$ cat config.mk
export PLATFORM = sky130hd
export DESIGN_NAME = adbg_tap_sync
export DESIGN_NICKNAME = d
export VERILOG_FILES = /design/src/rtl/adbg_tap_pkg.sv /design/src/rtl/adbg_tap_sync_in.sv /design/src/rtl/adbg_tap_sync.sv
export SDC_FILE = /design/constraint.sdc
export NUM_CORES = 1
export LEC_CHECK = 0
export ABC_AREA = 1
export BUFFER_PORTS_ARGS = -buffer_cell sky130_fd_sc_hd__buf_2
export CORE_MARGIN = 10
export CORE_UTILIZATION = 32
export CTS_CLUSTER_SIZE = 25
export DETAILED_ROUTE_END_ITERATION = 6
export GPL_ROUTABILITY_DRIVEN = 1
export GPL_TIMING_DRIVEN = 0
export PLACE_DENSITY = 0.58
export SLEW_MARGIN = 20
export SYNTH_ARGS = -nofsm -noshare
export SYNTH_HDL_FRONTEND = slang
export SYNTH_SLANG_ARGS = --single-unit
$ cat constraint.sdc
create_clock -name clk -period 1.9 [get_ports clk]
set_input_delay 0.38 -clock clk [delete_from_list [all_inputs] [get_ports clk]]
set_output_delay 0.38 -clock clk [all_outputs]
set_load 0.02 [all_outputs]
$ cat src/rtl/adbg_tap_pkg.sv
// adbg_tap_pkg: TAP state encoding, IR opcodes and register widths shared by the TAP blocks.
// Latency: n/a (types and constants only).
// Backpressure: n/a.
package adbg_tap_pkg;

  localparam int IR_LENGTH     = 4;
  localparam int IDCODE_LENGTH = 32;

  // The 16 IEEE 1149.1 TAP controller states.
  typedef enum logic [3:0] {
    TAP_TLR,
    TAP_RTI,
    TAP_SEL_DR,
    TAP_CAP_DR,
    TAP_SH_DR,
    TAP_EX1_DR,
    TAP_PAU_DR,
    TAP_EX2_DR,
    TAP_UPD_DR,
    TAP_SEL_IR,
    TAP_CAP_IR,
    TAP_SH_IR,
    TAP_EX1_IR,
    TAP_PAU_IR,
    TAP_EX2_IR,
    TAP_UPD_IR
  } tap_state_e;

  typedef logic [IR_LENGTH-1:0] ir_t;

  localparam ir_t IR_EXTEST         = 4'b0000;
  localparam ir_t IR_SAMPLE_PRELOAD = 4'b0001;
  localparam ir_t IR_IDCODE         = 4'b0010;
  localparam ir_t IR_DEBUG          = 4'b1000;
  localparam ir_t IR_MBIST          = 4'b1001;
  localparam ir_t IR_BYPASS         = 4'b1111;

  // Value captured into the IR shift register; its 01 tail is what 1149.1 requires.
  localparam ir_t IR_CAPTURE = 4'b0101;

  // True in the two states that drive TDO.
  function automatic logic is_shift_state(tap_state_e s);
    return (s == TAP_SH_DR) || (s == TAP_SH_IR);
  endfunction

endpackage

$ cat src/rtl/adbg_tap_sync_in.sv
// adbg_tap_sync_in: multi-stage pad synchronizer with optional rise/fall strobes.
// Latency: STAGES clk to dout; rise/fall are combinational off dout and its delayed copy.
// Backpressure: none; pads are sampled every clk.
module adbg_tap_sync_in #(
  parameter int STAGES = 2,
  parameter int WIDTH  = 1,
  parameter bit EDGES  = 1'b1
) (
  input  logic             clk,
  input  logic             rst,
  input  logic [WIDTH-1:0] din,
  output logic [WIDTH-1:0] dout,
  output logic [WIDTH-1:0] rise,
  output logic [WIDTH-1:0] fall
);

  // STAGES must be at least 2; element 0 takes the raw pad.
  logic [STAGES-1:0][WIDTH-1:0] sync_q;

  // Shift the pad value through the synchronizer chain; clear on reset so no edge follows.
  always_ff @(posedge clk) begin
    if (rst) begin
      sync_q <= '0;
    end else begin
      sync_q <= {sync_q[STAGES-2:0], din};
    end
  end

  assign dout = sync_q[STAGES-1];

  generate
    if (EDGES) begin : g_edge
      logic [WIDTH-1:0] dly_q;

      // One-cycle-delayed copy of the synchronized value for edge detection.
      always_ff @(posedge clk) begin
        if (rst) begin
          dly_q <= '0;
        end else begin
          dly_q <= dout;
        end
      end

      assign rise = dout & ~dly_q;
      assign fall = ~dout & dly_q;
    end else begin : g_no_edge
      assign rise = '0;
      assign fall = '0;
    end
  endgenerate

endmodule

$ cat src/rtl/adbg_tap_sync.sv
// adbg_tap_sync: oversampled JTAG TAP (FSM, 4-bit IR, IDCODE, bypass) with sub-chain selects.
// Latency: pad TCK edge to FSM/register update SYNC_STAGES+1 clk; state strobes one clk later.
// Backpressure: none; clk must run at least 4x TCK and TCK phases last at least 2 clk.
module adbg_tap_sync
  import adbg_tap_pkg::*;
#(
  parameter logic [31:0] IDCODE_VALUE = 32'h149511c3,
  parameter int          SYNC_STAGES  = 2
) (
  input  logic clk,
  input  logic rst,
  input  logic tck_pad_i,
  input  logic tms_pad_i,
  input  logic tdi_pad_i,
  input  logic trstn_pad_i,
  output logic tdo_pad_o,
  output logic tdo_padoe_o,
  input  logic test_mode_i,
  output logic test_logic_reset_o,
  output logic run_test_idle_o,
  output logic shift_dr_o,
  output logic pause_dr_o,
  output logic update_dr_o,
  output logic capture_dr_o,
  output logic extest_select_o,
  output logic sample_preload_select_o,
  output logic mbist_select_o,
  output logic debug_select_o,
  output logic tdi_o,
  input  logic debug_tdo_i,
  input  logic bs_chain_tdo_i,
  input  logic mbist_tdo_i
);

  logic       tck_s;
  logic       tck_rise;
  logic       tck_fall;
  logic [2:0] pin_s;
  logic [2:0] pin_rise_unused;
  logic [2:0] pin_fall_unused;
  logic       tms_s;
  logic       tdi_s;
  logic       trstn_s;

  tap_state_e                 state;
  tap_state_e                 state_nxt;
  ir_t                        ir_sr;
  ir_t                        ir_q;
  logic [IDCODE_LENGTH-1:0]   idcode_sr;
  logic                       bypass_q;
  logic                       shift_en;
  logic                       tdo_mux;

  adbg_tap_sync_in #(
    .STAGES (SYNC_STAGES),
    .WIDTH  (1),
    .EDGES  (1'b1)
  ) u_tck_sync (
    .clk  (clk),
    .rst  (rst),
    .din  (tck_pad_i),
    .dout (tck_s),
    .rise (tck_rise),
    .fall (tck_fall)
  );

  adbg_tap_sync_in #(
    .STAGES (SYNC_STAGES),
    .WIDTH  (3),
    .EDGES  (1'b0)
  ) u_pin_sync (
    .clk  (clk),
    .rst  (rst),
    .din  ({trstn_pad_i, tdi_pad_i, tms_pad_i}),
    .dout (pin_s),
    .rise (pin_rise_unused),
    .fall (pin_fall_unused)
  );

  assign tms_s   = pin_s[0];
  assign tdi_s   = pin_s[1];
  assign trstn_s = pin_s[2];
  assign tdi_o   = tdi_s;

  // test_mode_i is a DFT hook with no functional effect; the level of tck_s is only used via its edges.
  logic unused_ok;
  assign unused_ok = ^{test_mode_i, tck_s, pin_rise_unused, pin_fall_unused};

  // Register updates happen only on a TCK rise while TRST is released.
  assign shift_en = tck_rise & trstn_s;

  // TAP state register.
  always_ff @(posedge clk) begin
    if (rst) begin
      state <= TAP_TLR;
    end else begin
      state <= state_nxt;
    end
  end

  // Standard 1149.1 next-state on a TCK rise; TRST holds Test-Logic-Reset.
  always_comb begin
    state_nxt = state;
    if (!trstn_s) begin
      state_nxt = TAP_TLR;
    end else if (tck_rise) begin
      case (state)
        TAP_TLR:    state_nxt = tms_s ? TAP_TLR    : TAP_RTI;
        TAP_RTI:    state_nxt = tms_s ? TAP_SEL_DR : TAP_RTI;
        TAP_SEL_DR: state_nxt = tms_s ? TAP_SEL_IR : TAP_CAP_DR;
        TAP_CAP_DR: state_nxt = tms_s ? TAP_EX1_DR : TAP_SH_DR;
        TAP_SH_DR:  state_nxt = tms_s ? TAP_EX1_DR : TAP_SH_DR;
        TAP_EX1_DR: state_nxt = tms_s ? TAP_UPD_DR : TAP_PAU_DR;
        TAP_PAU_DR: state_nxt = tms_s ? TAP_EX2_DR : TAP_PAU_DR;
        TAP_EX2_DR: state_nxt = tms_s ? TAP_UPD_DR : TAP_SH_DR;
        TAP_UPD_DR: state_nxt = tms_s ? TAP_SEL_DR : TAP_RTI;
        TAP_SEL_IR: state_nxt = tms_s ? TAP_TLR    : TAP_CAP_IR;
        TAP_CAP_IR: state_nxt = tms_s ? TAP_EX1_IR : TAP_SH_IR;
        TAP_SH_IR:  state_nxt = tms_s ? TAP_EX1_IR : TAP_SH_IR;
        TAP_EX1_IR: state_nxt = tms_s ? TAP_UPD_IR : TAP_PAU_IR;
        TAP_PAU_IR: state_nxt = tms_s ? TAP_EX2_IR : TAP_PAU_IR;
        TAP_EX2_IR: state_nxt = tms_s ? TAP_UPD_IR : TAP_SH_IR;
        TAP_UPD_IR: state_nxt = tms_s ? TAP_SEL_DR : TAP_RTI;
        default:    state_nxt = TAP_TLR;
      endcase
    end
  end

  // Instruction shift register and latched IR; TLR (or TRST) pins the IR to IDCODE.
  always_ff @(posedge clk) begin
    if (rst) begin
      ir_sr <= '0;
      ir_q  <= IR_IDCODE;
    end else begin
      if (!trstn_s || state == TAP_TLR) begin
        ir_q <= IR_IDCODE;
      end else if (shift_en && state == TAP_UPD_IR) begin
        ir_q <= ir_sr;
      end

      if (shift_en) begin
        if (state == TAP_CAP_IR) begin
          ir_sr <= IR_CAPTURE;
        end else if (state == TAP_SH_IR) begin
          ir_sr <= {tdi_s, ir_sr[IR_LENGTH-1:1]};
        end
      end
    end
  end

  // IDCODE and bypass data registers; both capture/shift regardless of the selected IR.
  always_ff @(posedge clk) begin
    if (rst) begin
      idcode_sr <= IDCODE_VALUE;
      bypass_q  <= 1'b0;
    end else if (shift_en) begin
      if (state == TAP_CAP_DR) begin
        idcode_sr <= IDCODE_VALUE;
        bypass_q  <= 1'b0;
      end else if (state == TAP_SH_DR) begin
        idcode_sr <= {tdi_s, idcode_sr[IDCODE_LENGTH-1:1]};
        bypass_q  <= tdi_s;
      end
    end
  end

  // Registered state strobes, valid the cycle after the state register moves.
  always_ff @(posedge clk) begin
    if (rst) begin
      test_logic_reset_o <= 1'b1;
      run_test_idle_o    <= 1'b0;
      shift_dr_o         <= 1'b0;
      pause_dr_o         <= 1'b0;
      update_dr_o        <= 1'b0;
      capture_dr_o       <= 1'b0;
    end else begin
      test_logic_reset_o <= (state == TAP_TLR);
      run_test_idle_o    <= (state == TAP_RTI);
      shift_dr_o         <= (state == TAP_SH_DR);
      pause_dr_o         <= (state == TAP_PAU_DR);
      update_dr_o        <= (state == TAP_UPD_DR);
      capture_dr_o       <= (state == TAP_CAP_DR);
    end
  end

  // Registered chain selects; IDCODE, BYPASS and unknown opcodes select nothing.
  always_ff @(posedge clk) begin
    if (rst) begin
      extest_select_o         <= 1'b0;
      sample_preload_select_o <= 1'b0;
      mbist_select_o          <= 1'b0;
      debug_select_o          <= 1'b0;
    end else begin
      extest_select_o         <= (ir_q == IR_EXTEST);
      sample_preload_select_o <= (ir_q == IR_SAMPLE_PRELOAD);
      mbist_select_o          <= (ir_q == IR_MBIST);
      debug_select_o          <= (ir_q == IR_DEBUG);
    end
  end

  // TDO source: IR LSB in Shift-IR, the selected data register in Shift-DR, else bypass.
  always_comb begin
    tdo_mux = bypass_q;
    if (state == TAP_SH_IR) begin
      tdo_mux = ir_sr[0];
    end else if (state == TAP_SH_DR) begin
      case (ir_q)
        IR_IDCODE:                    tdo_mux = idcode_sr[0];
        IR_DEBUG:                     tdo_mux = debug_tdo_i;
        IR_EXTEST, IR_SAMPLE_PRELOAD: tdo_mux = bs_chain_tdo_i;
        IR_MBIST:                     tdo_mux = mbist_tdo_i;
        default:                      tdo_mux = bypass_q;
      endcase
    end
  end

  // TDO and its enable change on the TCK fall, half a TCK ahead of the next sampling rise.
  always_ff @(posedge clk) begin
    if (rst) begin
      tdo_pad_o   <= 1'b0;
      tdo_padoe_o <= 1'b0;
    end else if (tck_fall) begin
      tdo_pad_o   <= tdo_mux;
      tdo_padoe_o <= is_shift_state(state);
    end
  end

endmodule

# After elaboration in Yosys (flattened, before gate mapping)
# Cells that the tools add are included.
# classes
muxes,22
eq_ne,19
n_reduce_logical,16
bitwise_logic,6
# op_table
op,n
$mux 32,2
$pmux 4 s12,1
$eq 4x4->1 const B,10
$mux 4,6
$eq 4x3->1 const B,4
$eq 4x2->1 const B,3
$reduce_or 2->1,5
$eq 4x1->1 const B,2
$logic_not 4->1,2
$mux 1,7
$mux 2,3
$mux 3,2
$pmux 1 s4,1
$reduce_and 2->1,2
$reduce_bool 2->1,2
$and 1x1->1,3
$not 1->1,3
$reduce_or 3->1,1
$logic_or 1x1->1,2
$logic_and 1x1->1,1
$logic_not 1->1,1
# totals
output_inout_bits,13
wordCells,85
reg_bits,66

# Longest topological paths before layout
# logic_depth
depth_word,5
depth_mapped,10

# Modules after synthesis
# A second synthesis with hierarchy kept.
# hier_totals
hier_cells,358
area_unflattened_um2,2665.1
# by_module_without_submodules
mod,instances,cells_each,seq_area_each_um2,area_per_inst_um2
adbg_tap_sync,1,318,1121.1,2334.7
adbg_tap_sync_in (u_pin_sync),1,28,120.1,236.5
adbg_tap_sync_in (u_tck_sync),1,12,60.1,93.8

# Worst setup path after synthesis
# No wires, ideal clock.
# synth_timing
path_kind,register to register
start,register state[3]
end,register idcode_sr[26]
n_path_buf,1
setup_time_ns,0.118
slack_ns,0.656
stages_incl_launch_ff,11
arrival_time_ns,1.127
required_time_ns,1.782
synth_period_minus_slack_ns,1.244
cell_sequence,dfxtp_1 > inv_1 > nand2_2 > inv_2 > nand2_2 > nand2_4 > nand2_4 > clkinv_4 > buf_4 > o21ai_0 > nand2_1
# synth_via
elab_chain_cells,3
# synth_lines
element,line_no,rtl
"start, declared",adbg_tap_sync.sv:45,tap_state_e state;
"start signal, assigned",adbg_tap_sync.sv:97,state <= state_nxt;
$eq 4x2->1 / $eq 4x3->1 (equally long branches),"adbg_tap_sync.sv:157, adbg_tap_sync.sv:160",
$reduce_bool 2->1 (no source line),--,
$reduce_and 2->1 (no source line),--,
"end signal, assigned",adbg_tap_sync.sv:161,"idcode_sr <= {tdi_s, idcode_sr[IDCODE_LENGTH-1:1]};"
"end, declared",adbg_tap_sync.sv:49,logic [IDCODE_LENGTH-1:0] idcode_sr;
# Several ways; a longest one is shown, not always the timed one.
# A chain may end at the register's enable or synchronous reset.

# Worst setup path in the final report
# layout_timing
start,register state[0]
end,register idcode_sr[23]
# Same word-level chain as after synthesis.

==> results.md <==
Yosys:
- The post-synthesis compound-gate area fraction is 16.2%.
- The average instance in the mapped netlist occupies 7.81 um2.
- By instance count, the leading cell after synthesis is sky130_fd_sc_hd__nand2_1.
- The cell count after synthesis came out at 350.
- The combinational family with the most area after synthesis is simple AND/OR/NAND/NOR gates.
- The synthesized cell area is 0.00274 mm2.
- The distinct cell type count of the synthesized netlist is 28.
- The number of enable flip-flop cells after synthesis is 0.
- The simple-gate share of the synthesized area is 27.7%.
- The number of nets handed over by synthesis was 360.
- The portion of synthesized area spent on multiplexers is 0%.
- After synthesis, the cell types taking the most area are sky130_fd_sc_hd__dfxtp_1 48%, sky130_fd_sc_hd__nand2_1 9.9%, sky130_fd_sc_hd__nand3_2 6.6%.
- The synthesized netlist devotes 0% of its cell area to XOR and XNOR gates.
- The fraction of synthesis flops using an asynchronous set or reset pin is 0%.
- The sequential share of the synthesized area is 47.6%.
- The share of the synthesized area in the top cell type is 47.6%.
- The register bit total from synthesis is 65.
- The post-synthesis cell type with the largest combined area is sky130_fd_sc_hd__dfxtp_1.
- The commonest cells after synthesis are 72 x sky130_fd_sc_hd__nand2_1, 65 x sky130_fd_sc_hd__dfxtp_1, 40 x sky130_fd_sc_hd__nor2_1, 35 x sky130_fd_sc_hd__a21oi_1, 30 x sky130_fd_sc_hd__inv_1.
- The number of warnings printed during yosys synthesis is 0.
- For this run, the leading register cell type out of synthesis is sky130_fd_sc_hd__dfxtp_1.
- The area share of fa/ha/maj cells after synthesis is 0%.

Floorplan:
- The starting density of the core is 33.1%.
- The floorplan step set the die width to 112 um.
- The overall die height is 112 um.
- The total die area is 0.0126 mm2.
- The cell row count is 33.
- The number of ports placed on the die boundary is 23.
- The area of the core is 0.00826 mm2.

Power and ir drop:
- The switching power share of the total is 18.8%.
- The switching power is 0.568 mW.
- The analysis attributes to cell leakage a power of 1.31 nW.
- In this run the power density over the cells is 933 mW/mm2.
- IR analysis of the VDD net gives a maximum drop of 0.350 mV.
- Sequential cells burn 45.5% of the power.
- Combinational logic is responsible for 1.8% of the overall power.
- The clock network fraction of design power is 52.8%.
- The internal power component is 2.46 mW.

Worst setup path:
- Traced cell by cell, the critical path runs through nand2_1, inv_2, nand2_2, inv_1, clkbuf_1, o21ai_0, nand2_1.
- The highest fanout seen on the critical path is 10.
- The endpoint arrival time on the critical path is 1.82 ns.
- Together, buffers and inverters on the worst path number 3.
- The critical path data required time is 2.18 ns.
- The internal reg-to-reg setup slack is 0.36 ns.
- In this design, the largest share of critical-path delay is due to buffers and inverters.
- The most numerous cell on the critical path is sky130_fd_sc_hd__nand2_1.
- The largest stage delay on the critical path is 0.46 ns.
- The type of origin of the critical path is a flop.
- For this design, the slowest cell found on the critical path is sky130_fd_sc_hd__dfxtp_1.
- STA classifies the critical path endpoint as a flop.
- The critical path is of the flop to flop type.

Route:
- After detailed routing, the number of vias per cell comes to 4.56.
- The post-detailed-route wirelength per cell is 11.9 um.
- The count of vias placed by the detailed router is 2237.
- Before antenna repair, the detailed router went through 4 iterations.
- The remaining antenna violation count after routing is 0.
- Summed over all layers, the routed wires come to 5850 um.
- The number of DRC markers in iteration 0 is 79.
- The DRC violation count after routing is 0.

CTS:
- The maximum number of buffers from clock root to sink is 2.
- The number of buffers added for setup after CTS is 0.
- CTS placed an instance of sky130_fd_sc_hd__clkbuf_8 at the clock tree root.
- At the later pin of the worst-skew pair, clock insertion delay measures 0.34 ns.
- The clock tree from TritonCTS is done.
- The clock transition at the register clock pins on the worst setup and hold paths after CTS is 0.07 ns.
- In this run the number of H-tree levels came out at 3.
- In this run, post-CTS hold repair placed 0 buffers.
- The number of clock sinks is 65.
- The post-cts gate resize count is 0.
- The number of buffers inserted during clock tree synthesis is 9.

Finish:
- The footprint of the flip-flops and latches is 0.00130 mm2.
- Cells fill 39.3% of the core in the end.
- The post-route netlist has 23.3% of its cells at a drive strength greater than 1.
- The footprint of the multi-input gates is 0.00120 mm2.
- The final non-filler cell total is 491.
- The repair_antennas step left the layout with diodes totalling 0.
- The finished cells cover 0.00324 mm2.
- The final-stage net count is 391.
- The number of inserted filler cells in the final layout is 871.
- From synthesis to final layout, the design area changed by 18.6%.

STA:
- Setup repair after global routing left no endpoint under its margin.
- The remaining max-slew budget at the tightest pin is 58.4%.
- In the finished design, the share of the clock period the worst path needs comes to 81.1%.
- The slew at the pin closest to its max-slew limit is 0.625 ns.
- The max-slew violation count is 0.
- Setup violations remaining at the end of the flow were counted as 0.
- The maximum clock rate is 0.649 GHz.
- The worst clock skew is 0.00858 ns.
- The final worst setup slack is 0.360 ns.
- After layout, the minimum clock period comes to 1.54 ns.
- The count of final hold-check violations is 0.
- The post-route setup TNS is 0 ns.

Global routing:
- For met3 alone, demand over resource in global routing was 4.42%.
- Global routing used 11.3% of the available met1 tracks.
- Entering global routing, the biggest net connects 12 pins.
- The first-pass GRT wire length is 9870 um.
- The initial antenna violation count is 0.
- For met2 alone, demand over resource in global routing was 14.7%.
- For this run the aggregate overflow at the end of global routing stands at 0.
- The via count of the first global-routing pass is 2152.
- The layer with the highest usage after global routing is met2.
- The total track usage is 9.43%.

Flow run:
- The max-capacitance violation count is 0.

Min path:
- The min-delay analysis places its worst path in the category input port to flop.

Placed design:
- The weighted congestion reported at the end of routability-driven placement is 0.859.
- The half-perimeter wire length of the detailed placement result is 4140 um.
- The placed instance area is 0.00297 mm2.
- In this run the tool buffered the top-level ports with 20 buffer cells.
- Once placement completed, the tool counted placed cells totaling 475.
- Prior to clock tree synthesis, the placed netlist has a worst setup slack of 0.369 ns.

Status:
- The flow ran to the end, and the final reports show no timing, DRC or antenna violations.
## through the flow
stage                     hold slack, ns  total power, mW
after floorplan                    0.388             1.44
after global placement             0.395             1.46
final                              0.249             3.03
after detailed placement           0.394             1.46
after global routing               0.236             3.12
after CTS                          0.236             3.06
## tightest hold or removal path, stage by stage
cell and delay (ns):
sky130_fd_sc_hd__buf_2 0.07, sky130_fd_sc_hd__inv_1 0.03, sky130_fd_sc_hd__nor2_1 0.06
## power by group through the flow
| stage | combinational [mW] | clock [mW] | sequential (mW) |
|---|---|---|---|
| finish | 0.0542 | 1.60 | 1.38 |
| global route | 0.0613 | 1.69 | 1.38 |
| CTS | 0.0554 | 1.63 | 1.38 |
| detailed placement | 0.0553 | 0 | 1.41 |
| global placement | 0.0547 | 0 | 1.41 |
| floorplan | 0.0330 | 0 | 1.41 |
## layer usage
layer / up-vias / share of wire, %
met3: 5 / 4.8
met4: 0 / 0.91
met1: 1000 / 49
met5: - / 0
met2: 38 / 45
li1: 1194 / -
## path summary, 6_finish.rpt
check | startpoint | end | cells after the start
worst min-delay path | tms_pad_i | u_pin_sync.sync_q[0]$_SDFF_PP0_ | 3
worst min register to register | u_pin_sync.sync_q[0]$_SDFF_PP0_ | u_pin_sync.dout[0]$_SDFF_PP0_ | 2
worst max register to register | state[0]$_SDFFE_PP0P_ | idcode_sr[23]$_SDFFE_PP1P_ | 7
worst max-delay path | state[0]$_SDFFE_PP0P_ | idcode_sr[23]$_SDFFE_PP1P_ | 7
## area by class of cell
cell class,instances,area share (%)
Buffer,15,2.74
Clock buffer,11,4.67
Clock inverter,5,3.86
Inverter,37,4.44
Multi-Input combinational cell,233,37.0
Sequential cell,65,40.1
Tap cell,105,4.05
Timing Repair Buffer,20,3.09
## logic make-up after synthesis
family / Yosys count
buf+inv: 52
simple gates: 154
compound gates: 79
flops: 65
## cells in the final DEF, fill, tap and decap left out, types with 4 or more instances in the layout
cell type / synthesis / final
sky130_fd_sc_hd__nor2_1: 40 / 40
sky130_fd_sc_hd__clkbuf_8: 0 / 11
sky130_fd_sc_hd__a21oi_2: 10 / 10
sky130_fd_sc_hd__inv_1: 30 / 30
sky130_fd_sc_hd__nand3_2: 18 / 18
sky130_fd_sc_hd__clkbuf_1: 7 / 7
sky130_fd_sc_hd__buf_2: 5 / 25
sky130_fd_sc_hd__inv_2: 6 / 6
sky130_fd_sc_hd__a21oi_1: 35 / 35
sky130_fd_sc_hd__dfxtp_1: 65 / 65
sky130_fd_sc_hd__o21ai_0: 26 / 26
sky130_fd_sc_hd__nand2_1: 72 / 72
sky130_fd_sc_hd__nand3_1: 10 / 10
sky130_fd_sc_hd__bufinv_16: 0 / 4
## flip-flops by register name, summed over array words and instances (netlist names), 3 cells and up
| name | count |
|---|---|
| idcode_sr | 32 |
| ir_q | 4 |
| ir_sr | 4 |
| state | 4 |
| u_pin_sync.dout | 3 |
| u_pin_sync.sync_q | 3 |
Note: power is estimated with default switching activity, not from simulation.
